**config.mk**
```make
export PLATFORM = sky130hd
export DESIGN_NAME = my_sonar_flat
export DESIGN_NICKNAME = d
export VERILOG_FILES = /design/src/rtl/sonar_pkg.sv /design/src/rtl/my_sonar_if.sv /design/src/rtl/sonar_trigger_gen.sv /design/src/rtl/my_sonar.sv /design/src/flat_wrapper.sv
export SDC_FILE = /design/constraint.sdc
export NUM_CORES = 1
export LEC_CHECK = 0
export BUFFER_PORTS_ARGS = -buffer_cell sky130_fd_sc_hd__buf_2
export CAP_MARGIN = 0
export CELL_PAD_IN_SITES_DETAIL_PLACEMENT = 0
export CELL_PAD_IN_SITES_GLOBAL_PLACEMENT = 2
export CORE_UTILIZATION = 41
export DETAILED_ROUTE_END_ITERATION = 12
export MAX_ROUTING_LAYER = met4
export PLACE_DENSITY = 0.89
export SYNTH_ARGS = -nofsm -noshare
export SYNTH_HDL_FRONTEND = slang
export SYNTH_SLANG_ARGS = --single-unit
```
**constraint.sdc**
```tcl
create_clock -name clk -period 5.6 [get_ports clk]
set_input_delay 0.84 -clock clk [delete_from_list [all_inputs] [get_ports clk]]
set_output_delay 0.84 -clock clk [all_outputs]
set_load 0.01 [all_outputs]
```
**src/rtl/sonar_pkg.sv**
```systemverilog
// Shared types and default timing constants for the sonar front end.
// Latency: n/a (definitions only).
// Backpressure: n/a.
package sonar_pkg;

  localparam int unsigned CLK_HZ      = 50_000_000;
  // 10 us trigger pulse, 60 ms trigger period, 40 ms echo saturation
  localparam int unsigned TRIG_CYCLES = CLK_HZ / 100_000;
  localparam int unsigned TRIG_PERIOD = (CLK_HZ / 1000) * 60;
  localparam int unsigned ECHO_MAX    = (CLK_HZ / 1000) * 40;

  typedef enum logic {
    TRIG,
    GAP
  } trig_state_t;

  typedef enum logic [1:0] {
    IDLE,
    MEAS,
    HOLD
  } echo_state_t;

endpackage

```
**src/rtl/my_sonar_if.sv**
```systemverilog
// Sonar pin and result bundle; master = sonar front end, slave = sensor/host side.
// Latency: n/a (wiring only).
// Backpressure: none; distance is a level, valid (SONAR_VALID_EN) is a 1-cycle strobe.
interface my_sonar_if;

  logic        echo;
  logic        trigger;
  logic [31:0] distance;
`ifdef SONAR_VALID_EN
  logic        valid;

  modport master (input echo, output trigger, output distance, output valid);
  modport slave  (output echo, input trigger, input distance, input valid);
`else
  modport master (input echo, output trigger, output distance);
  modport slave  (output echo, input trigger, input distance);
`endif

endinterface

```
**src/rtl/sonar_trigger_gen.sv**
```systemverilog
// Free-running trigger generator: TRIG_CYCLES high out of every TRIG_PERIOD clocks.
// Latency: trigger rises on the first clk edge after reset release (registered output).
// Backpressure: none; runs independently of echo activity.
module sonar_trigger_gen #(
  parameter int unsigned TRIG_CYCLES = sonar_pkg::TRIG_CYCLES,
  parameter int unsigned TRIG_PERIOD = sonar_pkg::TRIG_PERIOD
) (
  input  logic clk,
  input  logic reset,
  output logic trigger
);
  import sonar_pkg::*;

  trig_state_t state_q, state_d;
  logic [31:0] cnt_q, cnt_d;
  logic        trigger_q, trigger_d;

  // One period counter drives both the pulse width and the start-to-start period
  always_comb begin
    state_d   = state_q;
    cnt_d     = (cnt_q == TRIG_PERIOD - 1) ? '0 : cnt_q + 32'd1;
    trigger_d = (state_q == TRIG);
    case (state_q)
      TRIG:    if (cnt_q == TRIG_CYCLES - 1) state_d = GAP;
      GAP:     if (cnt_q == TRIG_PERIOD - 1) state_d = TRIG;
      default: state_d = TRIG;
    endcase
  end

  // State, counter and registered trigger output
  always_ff @(posedge clk or negedge reset) begin
    if (!reset) begin
      state_q   <= TRIG;
      cnt_q     <= '0;
      trigger_q <= 1'b0;
    end else begin
      state_q   <= state_d;
      cnt_q     <= cnt_d;
      trigger_q <= trigger_d;
    end
  end

  assign trigger = trigger_q;

endmodule

```
**src/rtl/my_sonar.sv**
```systemverilog
// HC-SR04 style front end: periodic trigger, echo width measured in clk cycles.
// Latency: distance (and valid under SONAR_VALID_EN) updates 3 clk after echo falls.
// Backpressure: none; distance holds the last result until the next completed pulse.
module my_sonar #(
  parameter int unsigned TRIG_CYCLES = sonar_pkg::TRIG_CYCLES,
  parameter int unsigned TRIG_PERIOD = sonar_pkg::TRIG_PERIOD,
  parameter int unsigned ECHO_MAX    = sonar_pkg::ECHO_MAX
) (
  input  logic      clk,
  input  logic      reset,
  my_sonar_if.master bus
);
  import sonar_pkg::*;

  logic        echo_m_q, echo_m_d;
  logic        echo_s_q, echo_s_d;
  logic        echo_p_q, echo_p_d;
  logic        echo_rise, echo_fall;
  echo_state_t st_q, st_d;
  logic [31:0] cnt_q, cnt_d;
  logic [31:0] distance_q, distance_d;
  logic        upd;
  logic [31:0] upd_val;
  logic        trig_w;

  sonar_trigger_gen #(
    .TRIG_CYCLES (TRIG_CYCLES),
    .TRIG_PERIOD (TRIG_PERIOD)
  ) u_trig (
    .clk     (clk),
    .reset   (reset),
    .trigger (trig_w)
  );

  // Two-stage synchronizer plus previous-sample register for edge detection
  always_comb begin
    echo_m_d = bus.echo;
    echo_s_d = echo_m_q;
    echo_p_d = echo_s_q;
  end

  assign echo_rise = echo_s_q & ~echo_p_q;
  assign echo_fall = ~echo_s_q & echo_p_q;

  // Echo FSM: count high cycles, publish on fall or on saturation
  always_comb begin
    st_d    = st_q;
    cnt_d   = cnt_q;
    upd     = 1'b0;
    upd_val = cnt_q;
    case (st_q)
      IDLE: if (echo_rise) begin
        cnt_d = 32'd1;
        st_d  = MEAS;
      end
      MEAS: begin
        if (echo_fall) begin
          upd  = 1'b1;
          st_d = IDLE;
        end else if (cnt_q >= ECHO_MAX) begin
          upd     = 1'b1;
          upd_val = ECHO_MAX;
          st_d    = HOLD;
        end else begin
          cnt_d = cnt_q + 32'd1;
        end
      end
      HOLD:    if (echo_fall) st_d = IDLE;
      default: st_d = IDLE;
    endcase
    distance_d = upd ? upd_val : distance_q;
  end

  // Sync chain resets high so an echo already high at release is never seen as a rise
  always_ff @(posedge clk or negedge reset) begin
    if (!reset) begin
      echo_m_q   <= 1'b1;
      echo_s_q   <= 1'b1;
      echo_p_q   <= 1'b1;
      st_q       <= IDLE;
      cnt_q      <= '0;
      distance_q <= '0;
    end else begin
      echo_m_q   <= echo_m_d;
      echo_s_q   <= echo_s_d;
      echo_p_q   <= echo_p_d;
      st_q       <= st_d;
      cnt_q      <= cnt_d;
      distance_q <= distance_d;
    end
  end

  assign bus.trigger  = trig_w;
  assign bus.distance = distance_q;

`ifdef SONAR_VALID_EN
  logic valid_q, valid_d;

  // Strobe rises together with the new distance value, one cycle wide
  always_comb begin
    valid_d = upd;
  end

  // Registered valid strobe
  always_ff @(posedge clk or negedge reset) begin
    if (!reset) valid_q <= 1'b0;
    else        valid_q <= valid_d;
  end

  assign bus.valid = valid_q;
`endif

endmodule

```
**src/flat_wrapper.sv**
```systemverilog
// flat-port wrapper written by rule: the top's interface ports become plain ports
module my_sonar_flat import sonar_pkg::*;
#(
  parameter int unsigned TRIG_CYCLES = sonar_pkg::TRIG_CYCLES,
  parameter int unsigned TRIG_PERIOD = sonar_pkg::TRIG_PERIOD,
  parameter int unsigned ECHO_MAX    = sonar_pkg::ECHO_MAX
)
  (clk, reset, bus_echo, bus_trigger, bus_distance);
  my_sonar_if bus_i ();
  input  logic clk;
  input  logic reset;
  input wire logic [$bits(bus_i.echo)-1:0] bus_echo;
  output wire logic [$bits(bus_i.trigger)-1:0] bus_trigger;
  output wire logic [$bits(bus_i.distance)-1:0] bus_distance;
  assign bus_i.echo = bus_echo;
  assign bus_trigger = bus_i.trigger;
  assign bus_distance = bus_i.distance;
  my_sonar #(.TRIG_CYCLES(TRIG_CYCLES), .TRIG_PERIOD(TRIG_PERIOD), .ECHO_MAX(ECHO_MAX)) u_core (.clk(clk), .reset(reset), .bus(bus_i));
endmodule
```
==> impl_metrics.json, run 1 <==
{
  "crit_path_cell_trace": "nor4_1 -> a2111oi_2 -> o31a_1 -> buf_4 -> or4_1 -> a21oi_1",
  "hold_violations": 0,
  "grt_overflow": 0,
  "worst-path-max-fanout": 39,
  "synth_top_family_by_area": "simple AND/OR/NAND/NOR gates",
  "first_pass_iters": 4,
  "rsz0062_at_grt": "no",
  "cts.sinks": 103,
  "syn_inst": 484,
  "dieArea_mm2": 0.01183,
  "clk_pin_slew_ps": 70,
  "clockPowerShare": 0.426,
  "drtAntennaViolNets": 0,
  "cp.required_ps": 5870,
  "cp.buffers_inverters": 1,
  "critPathCapture": "u_core.cnt_q[18]",
  "cpLargestDelayFamily": "simple AND/OR/NAND/NOR gates",
  "yosysUniqueCellTypes": 37,
  "swShare": 0.2416,
  "routed_via_density": 5.400,
  "p_seq_frac": 0.511,
  "period_minus_slack_ps": 2452,
  "r2r_cells": 6,
  "utilization": 0.4839,
  "cts_buffer_depth": 2,
  "arrival_ps": 2730,
  "post_drt_wl_per_cell_um": 15.01,
  "core_mm2": 0.01098,
  "grt_max_degree": 67,
  "p_leak_uw": 0.002417,
  "num_rows": 38,
  "place_congestion": 0.8415,
  "ys_seq_area_frac": 0.5525,
  "cts_root_buf": "clkbuf_16",
  "finalCritPeriodShare": 0.4379,
  "intPower_uw": 1169,
  "crit_cells": 6,
  "synth_xor_area_frac": 0.05624,
  "layout-drive-gt1-share": 0.1269,
  "fin_area_mm2": 0.005315,
  "finalSetupViolations": 0,
  "num_vias": 3564,
  "fin_ws_ps": 3148,
  "synthAdderAreaFrac": 0.008034,
  "fin_nets": 521,
  "ys_warn_count": 0,
  "grt_pass1_vias": 3459,
  "synth_simple_gate_area_frac": 0.2467,
  "muxShareOfSynthArea": 0,
  "syn_area_mm2": 0.004672,
  "ys_ff_latch": 103,
  "rr_endpoint": "u_core.cnt_q[18]",
  "cts_tree": "done",
  "cts_resized": 0,
  "syn_avg_cell_area_um2": 9.653,
  "crit_type": "flip-flop to flip-flop",
  "cts_buffers": 9,
  "drt-initial-drc-count": 217,
  "start_kind": "flip-flop",
  "power.density_mw_per_mm2": 289.9,
  "status": "finished, final reports clean",
  "async_reset_ff_frac": 1.000,
  "antenna_found_initial": 0,
  "num_antenna_cells": 0,
  "min_path_type": "flip-flop to flip-flop",
  "pwr-share-comb": 0.064,
  "fillers": 1010,
  "clk_latency_ps": 350,
  "cap_violations": 0,
  "cts_hold_buffers": 0,
  "post-route-drc-count": 0,
  "place_area_mm2": 0.005000,
  "num_io_pins": 36,
  "pre_cts_ws_ps": 3204,
  "fp.dieH_um": 108.7,
  "skew_ps": 9.086,
  "initial_utilization": 0.4254,
  "area_growth_pct": 13.77,
  "end_kind": "flip-flop",
  "track_usage": 0.1935,
  "finalMaxSlewViolations": 0,
  "ys.flop_type": "dfrtp_1",
  "power.switching_uw": 372.3,
  "synth-compound-area-share": 0.1058,
  "port_buffers": 35,
  "slew_headroom": 0.1981,
  "grt_pass1_wl_um": 17060,
  "max_stage_delay_ps": 540,
  "max_freq_ghz": 0.4078,
  "htree_levels": 3,
  "dp_hpwl_um": 6706,
  "vdd_drop_max_uv": 178.3,
  "die_w_um": 108.7,
  "rrSetupSlack_ps": 3150,
  "rr_startpoint": "u_core.cnt_q[12]",
  "synth_edf_count": 0,
  "routed_wirelength_um": 9907,
  "crit_start": "u_core.cnt_q[12]",
  "max_slew.worst_pin.slew_ps": 1192,
  "synth_nets": 490,
  "post_cts_buffers": 0,
  "slowest_stage": "or4_1",
  "finalSetupTns_ps": 0
}
[worst min path at each step]
stage                    startpoint              end  slack, ps  cells past startpoint
floorplan           u_core.echo_m_q  u_core.echo_p_d        350                      0
global placement    u_core.echo_m_q  u_core.echo_p_d        350                      0
detailed placement  u_core.echo_m_q  u_core.echo_p_d        350                      0
CTS                 u_core.echo_m_q  u_core.echo_p_d        350                      0
global route        u_core.echo_m_q  u_core.echo_p_d        360                      0
finish              u_core.echo_m_q  u_core.echo_p_d        350                      0
[through the flow]
step,total power [uW],hold slack [ps],cells
3_5_place_dp,901.5,348.4,644
2_1_floorplan,852.3,345.2,484
5_1_grt,1613,356.5,660
4_1_cts,1561,352.4,660
6_report,1541,349.2,660
3_3_place_gp,900.5,345.4,644
[sequential cells by signal, indices dropped and copies added, names as in the netlist]
| signal | cells |
|---|---|
| u_core.echo_p_q | 1 |
| u_core.st_q | 2 |
| u_core.u_trig.state_q | 1 |
| u_core.echo_m_q | 1 |
| u_core.echo_p_d | 1 |
| u_core.u_trig.cnt_q | 32 |
| u_core.cnt_q | 32 |
| u_core.bus.distance | 32 |
| u_core.u_trig.trigger | 1 |
[final cells by class]
cell class                      instances  area, um^2  area share
Clock buffer                           11       252.7     0.04755
Clock inverter                          5       62.56     0.01177
Inverter                               14       52.55    0.009887
Multi-Input combinational cell        345        1961      0.3689
Sequential cell                       103        2581      0.4856
Tap cell                              140       175.2     0.03296
Timing Repair Buffer                   42       230.2     0.04331
[power by group through the flow]
| stage | Sequential (uW) | Clock (uW) | Combinational [uW] |
|---|---|---|---|
| global route | 792 | 706 | 115 |
| CTS | 787 | 673 | 101 |
| global placement | 800 | 0 | 101 |
| finish | 787 | 656 | 98.1 |
| floorplan | 802 | 0 | 50.7 |
| detailed placement | 801 | 0 | 100 |
[routing by layer]
layer / wire length (um) / part of all wire / global-route usage
met3: 357 / 0.036 / 0.04603
met2: 4385 / 0.44 / 0.2776
met4: 136 / 0.014 / 0.07046
met5: 0 / 0 / -
met1: 5028 / 0.51 / 0.2656
[cells in the mapped netlist (all sizes together), types with 8 or more instances]
cell    instances  share of area
xnor2          13          0.024
o31ai           8          0.013
xor2           17          0.032
dfrtp         100           0.54
nor2b          14          0.019
inv            14          0.011
nor3            8         0.0086
nand4          11          0.015
nand3          44          0.047
nand2          66          0.053
a21oi          19          0.020
nor4           14          0.019
and3           13          0.017
o21ai          32          0.034
nor2           35          0.028
clkbuf         20          0.016
[cells by family (layout without fill, tap and decap cells)]
| logic type | count (synthesis) | in the layout |
|---|---|---|
| AOI/OAI and AO/OA | 80 | 80 |
| xor gates and xnor gates | 30 | 30 |
| adders and majority gates | 3 | 3 |
| buffers and inverters | 36 | 72 |
| DFF | 103 | 103 |
| and+or+nand+nor | 232 | 232 |
[placed cells by master (no fill, tap or decap), types with 4 or more instances in the layout]
cell type  count
xor2_1        17
nand2_1       66
and3_1        13
nand2b_1       4
or4_1          6
a41o_1         4
nor3_1         8
nor2b_1       14
o21ai_0       32
or3_1          7
nor2_1        34
and2_1         4
inv_1         14
xnor2_1       13
buf_4          8
nor4_1        13
dfrtp_1      100
o2111ai_1      4
nand3_1       44
o31ai_1        7
nand4_1       11
buf_2         34
clkbuf_16      9
a21oi_1       19
Note: power is estimated with default switching activity, not from simulation.
==> inputs of run 2 (changes only) <==
--- a/config.mk
+++ b/config.mk
@@ -9,10 +9,10 @@
 export CAP_MARGIN = 0
 export CELL_PAD_IN_SITES_DETAIL_PLACEMENT = 0
 export CELL_PAD_IN_SITES_GLOBAL_PLACEMENT = 2
-export CORE_UTILIZATION = 41
+export CORE_UTILIZATION = 38
 export DETAILED_ROUTE_END_ITERATION = 12
 export MAX_ROUTING_LAYER = met4
-export PLACE_DENSITY = 0.89
+export PLACE_DENSITY = 0.84
 export SYNTH_ARGS = -nofsm -noshare
 export SYNTH_HDL_FRONTEND = slang
 export SYNTH_SLANG_ARGS = --single-unit
==> constraint.sdc (replaced) <==
create_clock -name clk -period 2.57 [get_ports clk]
set_input_delay 0.3855 -clock clk [delete_from_list [all_inputs] [get_ports clk]]
set_output_delay 0.3855 -clock clk [all_outputs]
set_load 0.01 [all_outputs]
==> impl_metrics.json, run 2 (same netlist as run 1, synthesis figures left out) <==
{
  "clk_pin_slew_ps": 70,
  "area_growth_pct": 16.20,
  "final_common_cell": "dfrtp_1",
  "finalMaxSlewViolations": 0,
  "grt_pass1_vias": 3558,
  "max_freq_ghz": 0.4434,
  "drt-initial-drc-count": 201,
  "p_leak_uw": 0.002475,
  "first_pass_iters": 4,
  "seq_area_mm2": 0.002581,
  "cap_violations": 0,
  "cts_buffer_depth": 2,
  "htree_levels": 3,
  "multiInputGateArea_mm2": 0.001961,
  "cp.required_ps": 2840,
  "fp.dieH_um": 112.9,
  "grt_overflow": 0,
  "dr_wl_met3_um": 477,
  "period_minus_slack_ps": 2255,
  "num_io_pins": 36,
  "mostFrequentLayoutCells": "dfrtp_1 (100), nand2_1 (66), nand3_1 (44), nor2_1 (34), buf_2 (34)",
  "dieArea_mm2": 0.01274,
  "cts_tree": "done",
  "hold_violations": 0,
  "cts_resized": 0,
  "track_usage": 0.1832,
  "cts_hold_buffers": 0,
  "fin_cells": 674,
  "max_slew.worst_pin.slew_ps": 1028,
  "cts.sinks": 103,
  "grt_pass1_wl_um": 17730,
  "worst-path-max-fanout": 6,
  "cts_root_buf": "clkbuf_16",
  "core_mm2": 0.01201,
  "clk_latency_ps": 350,
  "routed_wirelength_um": 10560,
  "fin_ws_ps": 314.9,
  "finalSetupViolations": 0,
  "rsz0062_at_grt": "no",
  "cts_buffers": 9,
  "route.met2.wl_um": 4945,
  "skew_ps": 4.908,
  "initial_utilization": 0.3890,
  "dp_hpwl_um": 7410,
  "finalSetupTns_ps": 0,
  "r2r_cells": 5,
  "pre_cts_ws_ps": 313.6,
  "num_rows": 40,
  "finalCritPeriodShare": 0.8775,
  "start_kind": "flip-flop",
  "drtAntennaViolNets": 0,
  "crit_type": "flip-flop to flip-flop",
  "num_vias": 3680,
  "min_path_type": "input port to asynchronous set/reset pin",
  "power.density_mw_per_mm2": 644.2,
  "layout-drive-gt1-share": 0.1385,
  "post_drt_wl_per_cell_um": 15.66,
  "grt_max_degree": 42,
  "vdd_drop_max_uv": 241.7,
  "met1_length_um": 4934,
  "top_layer": "met4",
  "slew_headroom": 0.3085,
  "fin_nets": 529,
  "post-route-drc-count": 0,
  "num_antenna_cells": 0,
  "end_kind": "flip-flop",
  "post_cts_buffers": 0,
  "port_buffers": 35,
  "die_w_um": 112.9,
  "status": "finished, final reports clean",
  "hold_slack_ps": 31.70,
  "antenna_found_initial": 0,
  "fillers": 1188,
  "placed_cells": 659,
  "place_congestion": 0.8370,
  "arrival_ps": 2530,
  "routed_via_density": 5.460
}
## run 2: changes by cell type in the layout (fill, tap and decap cells not counted)
| cell | previous run | this run |
|---|---|---|
| buf_12 | 0 | 2 |
| clkbuf_8 | 2 | 0 |
| inv_6 | 2 | 0 |
| buf_4 | 8 | 14 |
| clkinv_2 | 0 | 1 |
| bufinv_16 | 1 | 3 |
## run 2: worst max-delay path, cell delays in order, from the launching register on
cell	delay, ps
dfrtp_1	410
nor4_1	380
a2111oi_2	170
nor4_1	860
o2111ai_1	180
a21oi_1	170
## run 2: cell type report
cell class / instances / share of cell area
Clock inverter: 6 / 0.02028
Clock buffer: 9 / 0.04148
Tap cell: 147 / 0.03388
Inverter: 14 / 0.009680
Multi-Input combinational cell: 345 / 0.3611
Sequential cell: 103 / 0.4755
Timing Repair Buffer: 50 / 0.05808
## run 2: routing by layer
metal  GRT usage  vias to the layer above
li1            -                     1784
met1      0.2375                     1814
met2      0.2802                       67
met3     0.04017                       15
met4     0.07281                        0
met5           -                        -
## run 2: through the flow
stage | cell area [um^2] | total power [uW] | util
6_report | 5429 | 3497 | 0.4520
5_1_grt | 5429 | 3647 | 0.4520
4_1_cts | 5429 | 3548 | 0.4520
3_5_place_dp | 5094 | 1990 | 0.4241
3_3_place_gp | 5094 | 1985 | 0.4241
2_1_floorplan | 4672 | 1857 | -
## run 2: power breakdown
group | switching (uW) | leakage [uW] | internal (uW)
registers | 48.6 | 0.00140 | 1670
logic | 160 | 0.000919 | 75.9
clock network | 598 | 0.000158 | 944
total | 807 | 0.00247 | 2690
## run 2: path summary, 6_finish.rpt
check                                 startpoint                       to  slack [ps]
min in group clk                        bus_echo          u_core.echo_m_q         130
max in group asynchronous                  reset  u_core.u_trig.cnt_q[20]        1930
worst min-delay path                       reset  u_core.bus.distance[26]          30
worst max register to register  u_core.cnt_q[12]         u_core.cnt_q[14]         310
worst max-delay path            u_core.cnt_q[12]         u_core.cnt_q[14]         310
worst min register to register   u_core.echo_m_q          u_core.echo_p_d         360
